--- config.mk ---
export PLATFORM = sky130hd
export DESIGN_NAME = instr_sequencer
export DESIGN_NICKNAME = d
export VERILOG_FILES = /design/src/rtl/seq_pkg.sv /design/src/rtl/prog_ctr.sv /design/src/rtl/instr_sequencer.sv
export SDC_FILE = /design/constraint.sdc
export NUM_CORES = 1
export LEC_CHECK = 0
export BUFFER_PORTS_ARGS = -buffer_cell sky130_fd_sc_hd__buf_2
export CAP_MARGIN = 20
export CORE_MARGIN = 2
export CORE_UTILIZATION = 45
export CTS_BUF_LIST = sky130_fd_sc_hd__clkbuf_8
export CTS_CLUSTER_DIAMETER = 120
export CTS_CLUSTER_SIZE = 28
export DETAILED_ROUTE_END_ITERATION = 10
export PLACE_DENSITY = 0.8
export RECOVER_POWER = 100
export SLEW_MARGIN = 20
export SYNTH_ARGS = -nofsm -noshare
export SYNTH_HDL_FRONTEND = slang
export SYNTH_SLANG_ARGS = --single-unit
--- constraint.sdc ---
create_clock -name clk -period 2.01 [get_ports clk]
set_input_delay 0.201 -clock clk [delete_from_list [all_inputs] [get_ports clk]]
set_output_delay 0.201 -clock clk [all_outputs]
set_load 0.01 [all_outputs]
--- src/rtl/seq_pkg.sv ---
// Shared types and default widths for the instruction sequencer.
package seq_pkg;

    typedef enum logic [1:0] {
        IDLE,
        RUN,
        MEM_WAIT,
        DONE
    } seq_state_t;

    localparam int PC_W_DEF  = 12;
    localparam int CNT_W_DEF = 16;

endpackage

--- src/rtl/prog_ctr.sv ---
// Program counter register with load, increment and hold.
module prog_ctr #(
    parameter int PC_W = 12
) (
    input  logic            clk,
    input  logic            reset,
    input  logic            load,
    input  logic            inc,
    input  logic [PC_W-1:0] load_val,
    output logic [PC_W-1:0] pc,
    output logic [PC_W-1:0] pc_inc
);

    logic [PC_W-1:0] pc_q;
    logic [PC_W-1:0] pc_d;

    // Natural overflow gives the all-ones -> zero wrap.
    assign pc_inc = pc_q + PC_W'(1);
    assign pc     = pc_q;

    always_comb begin
        pc_d = pc_q;
        if (load) begin
            pc_d = load_val;
        end else if (inc) begin
            pc_d = pc_inc;
        end
    end

    always_ff @(posedge clk) begin
        if (reset) begin
            pc_q <= '0;
        end else begin
            pc_q <= pc_d;
        end
    end

endmodule

--- src/rtl/instr_sequencer.sv ---
// Fetch/sequence controller: run/stop FSM, memory wait states,
// jump/branch resolution and executed-cycle counting.
module instr_sequencer
    import seq_pkg::*;
#(
    parameter int PC_W       = PC_W_DEF,
    parameter int START_ADDR = 0,
    parameter int MEM_LAT    = 1,
    parameter int CNT_W      = CNT_W_DEF
) (
    input  logic             clk,
    input  logic             reset,
    input  logic             start,
    input  logic             branchFlag,
    input  logic             brCond,
    input  logic             aluFlag,
    input  logic             memToRegFlag,
    input  logic             memWriteFlag,
    input  logic             halt,
    input  logic [PC_W-1:0]  target,
    output logic [PC_W-1:0]  instr_ROM_ctr,
    output logic             instr_valid,
    output logic             stall,
    output logic             done,
    output logic [CNT_W-1:0] cycle_count
);

    localparam int WAIT_W = (MEM_LAT < 2) ? 1 : $clog2(MEM_LAT + 1);

    seq_state_t       state_q, state_d;
    logic             done_q, done_d;
    logic [CNT_W-1:0] cnt_q, cnt_d;
    logic [WAIT_W-1:0] wait_q, wait_d;
    logic [PC_W-1:0]  npc_q, npc_d;

    logic             pc_load;
    logic             pc_inc_en;
    logic [PC_W-1:0]  pc_load_val;
    logic [PC_W-1:0]  pc;
    logic [PC_W-1:0]  pc_inc;
    logic             take;
    logic [PC_W-1:0]  next_pc;
    logic [CNT_W-1:0] cnt_sat;
    logic             mem_op;

    prog_ctr #(
        .PC_W(PC_W)
    ) u_prog_ctr (
        .clk      (clk),
        .reset    (reset),
        .load     (pc_load),
        .inc      (pc_inc_en),
        .load_val (pc_load_val),
        .pc       (pc),
        .pc_inc   (pc_inc)
    );

    assign take    = branchFlag | (brCond & aluFlag);
    assign next_pc = take ? target : pc_inc;
    assign cnt_sat = (&cnt_q) ? cnt_q : cnt_q + CNT_W'(1);
    assign mem_op  = memToRegFlag | memWriteFlag;

    always_comb begin
        state_d     = state_q;
        done_d      = done_q;
        cnt_d       = cnt_q;
        wait_d      = wait_q;
        npc_d       = npc_q;
        pc_load     = 1'b0;
        pc_inc_en   = 1'b0;
        pc_load_val = npc_q;
        unique case (state_q)
            IDLE, DONE: begin
                if (start) begin
                    state_d     = RUN;
                    pc_load     = 1'b1;
                    pc_load_val = PC_W'(START_ADDR);
                    cnt_d       = '0;
                    done_d      = 1'b0;
                end
            end
            RUN: begin
                cnt_d = cnt_sat;
                if (halt) begin
                    state_d = DONE;
                    done_d  = 1'b1;
                end else if (mem_op && (MEM_LAT > 0)) begin
                    // Resolve the branch now; inputs are ignored while stalled.
                    state_d = MEM_WAIT;
                    wait_d  = WAIT_W'(MEM_LAT);
                    npc_d   = next_pc;
                end else if (take) begin
                    pc_load     = 1'b1;
                    pc_load_val = target;
                end else begin
                    pc_inc_en = 1'b1;
                end
            end
            MEM_WAIT: begin
                cnt_d = cnt_sat;
                if (wait_q == WAIT_W'(1)) begin
                    state_d = RUN;
                    wait_d  = '0;
                    pc_load = 1'b1;
                end else begin
                    wait_d = wait_q - WAIT_W'(1);
                end
            end
            default: begin
                state_d = IDLE;
            end
        endcase
    end

    always_ff @(posedge clk) begin
        if (reset) begin
            state_q <= IDLE;
            done_q  <= 1'b0;
            cnt_q   <= '0;
            wait_q  <= '0;
            npc_q   <= '0;
        end else begin
            state_q <= state_d;
            done_q  <= done_d;
            cnt_q   <= cnt_d;
            wait_q  <= wait_d;
            npc_q   <= npc_d;
        end
    end

    assign instr_ROM_ctr = pc;
    assign instr_valid   = (state_q == RUN);
    assign stall         = (state_q == MEM_WAIT);
    assign done          = done_q;
    assign cycle_count   = cnt_q;

endmodule

Word level (Yosys, flattened, before mapping). Index checks and enable logic that the tools add are counted.

Output and inout bits: 31. Flip-flop bits (word level): 44. Bits of input ports: 21. Word-level logic and storage cells: 68.

$add $sub $neg: 3. Bitwise gates (word level): 4. Multiplexer cells: 33. Reductions and logical operators: 12. Equal/unequal tests: 10.

Operators with widths (count): 12-bit 2-to-1 mux (7); 16-bit 2-to-1 mux (2); 16-bit case mux with 2 select lines (1); 12-bit case mux with 2 select lines (1); 16-bit by 1-bit adder with 16-bit output, second input constant (1); 16-bit AND reduction (1); 1-bit 2-to-1 mux (14); 12-bit by 1-bit adder with 12-bit output, second input constant (1); 3-bit AND reduction (4); 2-bit 2-to-1 mux (4); 2-bit inequality test, second input constant (4); 2-bit case mux with 3 select lines (1); 2-bit nonzero test (3); 2-bit equality test, second input constant (2); 2-bit by 1-bit inequality test with 1-bit output, second input constant (2); 1-bit case mux with 2 select lines (2); 2-bit OR reduction (2); 3-bit by 2-bit inequality test with 1-bit output, second input constant (1); 1-bit case mux with 3 select lines (1); 2-bit by 1-bit equality test with 1-bit output, second input constant (1); 2-bit logical NOT (1); 1-bit bitwise OR (2); 2-bit AND reduction (1); 1-bit AND (1); 2 further kinds (2).

Longest topological paths before layout.
Depth in word-level cells: 8. Mapped depth: 9. Mapped depth without buffers: 7.

By module. Synthesis repeated with hierarchy kept, for this count alone.

Cell total of the unflattened synthesis: 324. Area total of the unflattened synthesis: 2723.9 um2.

By module, submodules not included: instr_sequencer (cells each 212, sequential area each 640.6 um2, times used 1, area each 1811.7 um2); prog_ctr (cells each 112, sequential area each 240.2 um2, times used 1, area each 912.1 um2).

Worst setup path before layout. No wires, ideal clock.

Path type: reg-to-reg. From: reg state_q[1]. To: reg u_prog_ctr.pc_q[11] (netlist: u_prog_ctr.pc[11]). Path slack: -0.047 ns. Arrival time: 1.924 ns. Stages on the path, launching flop included: 9. Setup time: 0.132 ns. Clock period less this slack: 2.057 ns. Data required time: 1.878 ns. Path buffers: 1. Path through: dfxtp_1 inv_1 ha_1 buf_2 or4b_4 a32o_1 a21o_2 a21oi_1 a21oi_1.

Elaborated cells between the ends (all ways): 10. Classes of those cells: eq/ne: 3; mux: 4; reduce/logical: 3.

RTL lines: start: declaration (line instr_sequencer.sv:30) `seq_state_t state_q, state_d;`; start signal: assignment (line instr_sequencer.sv:123) `state_q <= state_d;`; 2-bit by 1-bit equality test with 1-bit output *; via instr_valid (line instr_sequencer.sv:22) `output logic instr_valid,`; 1-bit case mux with 3 select lines, or another cell as far along (line instr_sequencer.sv:72) `unique case (state_q)`; 12-bit 2-to-1 mux or 2-bit nonzero test (tied branches); end signal: assignment (line prog_ctr.sv:34) `pc_q <= pc_d;`; end: declaration (line prog_ctr.sv:14) `logic [PC_W-1:0] pc_q;`.

Mark *: on every way through the listed nets, which the timed path passes. The rest lies on a longest branch. A chain may end at the register's enable or synchronous reset.

Worst setup path after layout.
From: reg state_q[1]. To: reg u_prog_ctr.pc_q[11] (netlist: u_prog_ctr.pc[11]).

Cells in the longest elaborated chain, start to end: 4. Elaborated cells between the ends (all ways): 10. Classes of those cells: eq/ne: 3; mux: 4; reduce/logical: 3.

Ends and longest elaborated chain (line): 2-bit equality test or 2-bit logical NOT (tied branches) (instr_sequencer.sv:72); 2-bit OR reduction (instr_sequencer.sv:72); 1-bit case mux with 3 select lines or 12-bit case mux with 2 select lines (tied branches) (instr_sequencer.sv:72); 12-bit 2-to-1 mux or 2-bit nonzero test (tied branches).

Several ways; a longest one is shown, not always the timed one.

==> results.ini <==
[run_status]
outcome=completed

[cells_and_area]
synthToLayoutAreaGrowth_pct=19.9
final_cell_mix=42 x dfxtp_1, 34 x clkbuf_1, 30 x nor2_1
final_nets=409
diodes=0
drive_gt1_frac=0.175
n_fill_cell=533
finish.utilization=0.559
final_common_cell=dfxtp_1

[sta]
setup_viol=0
worstMarginPinSlew_ns=0.998
maxSlewHeadroom=0.326
hold_viol_final=0
drv_slew=0
min_period_ns=1.94
max_freq_ghz=0.515
rsz0062_at_grt=no
setup_tns_ns=0
fin_ws_ns=0.0668
period_share=0.967
skew_ns=0.00590

[floorplan]
die_y_um=79.6
floorplan.rows=27
fp.coreArea_mm2=0.00551
pin_count=52
start_util=0.466
die_x_um=79.6
dieArea_mm2=0.00633

[power_and_ir_drop]
p_int_w=0.00184
p_clk_frac=0.168
switching_share=0.419
p_per_area_mw_per_mm2=1030
vdd_ir_drop_max_mv=0.380
p_leak_nw=1.08
power_switching_w=0.00133
comb_power_share=0.475
pwr-share-seq=0.357

[clock_tree]
clock_latency_ns=0.29
cts.sinks=44
cts_tree=done
cts_inserted_buffers=5
clk_pin_slew_worst_paths_ns=0.08
cts_hold_buffers=0
ctsHtreeMaxLevel=2
cts-root-buf=clkbuf_8
clockBufferDepth=2

[hold_path]
hold_start=target[4]
min_path_type=input pin to flop

[worst_setup_path]
path_class=flop to flop
endpoint_kind=flop
required_ns=2.18
worstPathArrival_ns=2.12
setup.worst_path.start_class=flop
critPathMaxFanout=8
cp-startpoint=state_q[1]
regToRegStartpoint=state_q[1]

[synth]
ys.flop_type=dfxtp_1
synth-async-reset-ratio=0
syn_nets=343
ys_warn_count=0
syn_area_mm2=0.00257
synth.distinct_cells=52
synth_edf_count=0
synthCells=317
synth_seq_area_share=0.343
avgSynthCellArea_um2=8.10
ys_ff_latch=44

[drt]
wire_per_inst_um=15.6
drt-initial-drc-count=151
first_pass_iters=5
vias_per_cell=5.92
drcViolationCount=0
routed_wirelength_mm=7.09
vias=2692
ant_nets=0

[global_routing]
grt_pass1_vias=2499
grt_antenna_before_repair=0
overflow=0
grt_use_total=0.227
grt_max_degree=19
grt_pass1_wl_mm=11.6

[flow_run]
drv_cap=0

[placement]
place_ws_ns=-0.163
dpl.hpwl_mm=5.13
portBuffers=51
gp_congestion=0.897

flip-flops by register name, summed over array words and instances, names as in the netlist:
signal and cells:
cycle_count 16, npc_q 12, u_prog_ctr.pc 12, state_q 2, done 1, wait_q 1
worst max-delay path: stages, from the launching register on:
cell and delay (ns):
dfxtp_2 0.35, inv_2 0.07, ha_4 0.14, or4b_4 0.50, a32o_2 0.36, a21o_2 0.21, a21oi_1 0.13, a21oi_1 0.07
layer usage:
metal | vias to the layer above | share of wire | global-route usage
met2 | 114 | 0.50 | 0.407
li1 | 1298 | - | -
met3 | 18 | 0.061 | 0.0351
met5 | - | 0 | 0
met1 | 1262 | 0.43 | 0.274
met4 | 0 | 0.017 | 0.0776
final cells by class:
class,instances,area [µm²],share of cell area
inverters,7,26.3,0.00853
well taps,72,90.1,0.0292
clock buffers,5,68.8,0.0223
multi-input cells,251,1640,0.533
repair buffers,74,360,0.117
flip-flops and latches,44,883,0.287
clock inverters,2,8.76,0.00284
per-stage QoR:
step           power [W]  area, µm²  hold slack (ns)  cells
6_report         0.00317       3080            0.181    455
5_1_grt          0.00338       3080            0.193    455
4_1_cts          0.00319       3120            0.175    454
3_5_place_dp     0.00264       3020            0.444    447
3_3_place_gp     0.00259       3020            0.439    447
2_1_floorplan    0.00210       2570            0.302    317
worst paths after layout:
kind / endpoint / slack [ns] / cells after the start
hold / removal: u_prog_ctr.pc[4] / 0.18 / 3
setup reg to reg: u_prog_ctr.pc[11] / 0.07 / 7
setup / recovery: u_prog_ctr.pc[11] / 0.07 / 7
hold reg to reg: npc_q[5] / 0.46 / 2
synthesized netlist by cell type, types with 3 or more instances:
| library cell | count | area share |
|---|---|---|
| a211oi_1 | 4 | 0.012 |
| a21boi_0 | 5 | 0.015 |
| a21o_1 | 4 | 0.012 |
| a21oi_1 | 26 | 0.051 |
| a221oi_1 | 6 | 0.020 |
| a22oi_1 | 5 | 0.015 |
| and2_1 | 4 | 0.0097 |
| and4_1 | 3 | 0.010 |
| buf_2 | 3 | 0.0058 |
| clkbuf_1 | 12 | 0.018 |
| dfxtp_1 | 44 | 0.34 |
| ha_1 | 5 | 0.024 |
| inv_1 | 7 | 0.010 |
| nand2_1 | 30 | 0.044 |
| nand2b_1 | 9 | 0.022 |
| nand3_1 | 12 | 0.023 |
| nand3b_1 | 3 | 0.0088 |
| nand4_1 | 7 | 0.017 |
| nor2_1 | 30 | 0.044 |
| nor3_1 | 13 | 0.025 |
| nor4b_1 | 4 | 0.014 |
| o211ai_1 | 8 | 0.023 |
| o21ai_0 | 13 | 0.025 |
| or3_1 | 3 | 0.0073 |
| xnor2_1 | 13 | 0.044 |
| xor2_1 | 9 | 0.031 |
cells by family after synthesis:
family,Yosys count,share of synthesized area
AND/OR/NAND/NOR,137,0.296
AO/OA/AOI/OAI,87,0.228
flip-flops,44,0.343
XOR/XNOR,22,0.0750
buffers and inverters,22,0.0336
adder cells (fa/ha/maj),5,0.0244
timing repair:
item,CTS,global route
buffers inserted,0,1
endpoints found under the setup margin,5,20
gates resized for setup,2,10
pin swaps,0,2
power groups by stage:
stage	Clock [W]	Sequential, W	Combinational (W)
final	0.000532	0.00113	0.00151
after global routing	0.000577	0.00115	0.00166
after CTS	0.000546	0.00111	0.00153
after detailed placement	0	0.00113	0.00151
after global placement	0	0.00113	0.00146
after floorplan	0	0.00116	0.000933
Power figures use the tool's default switching activity.
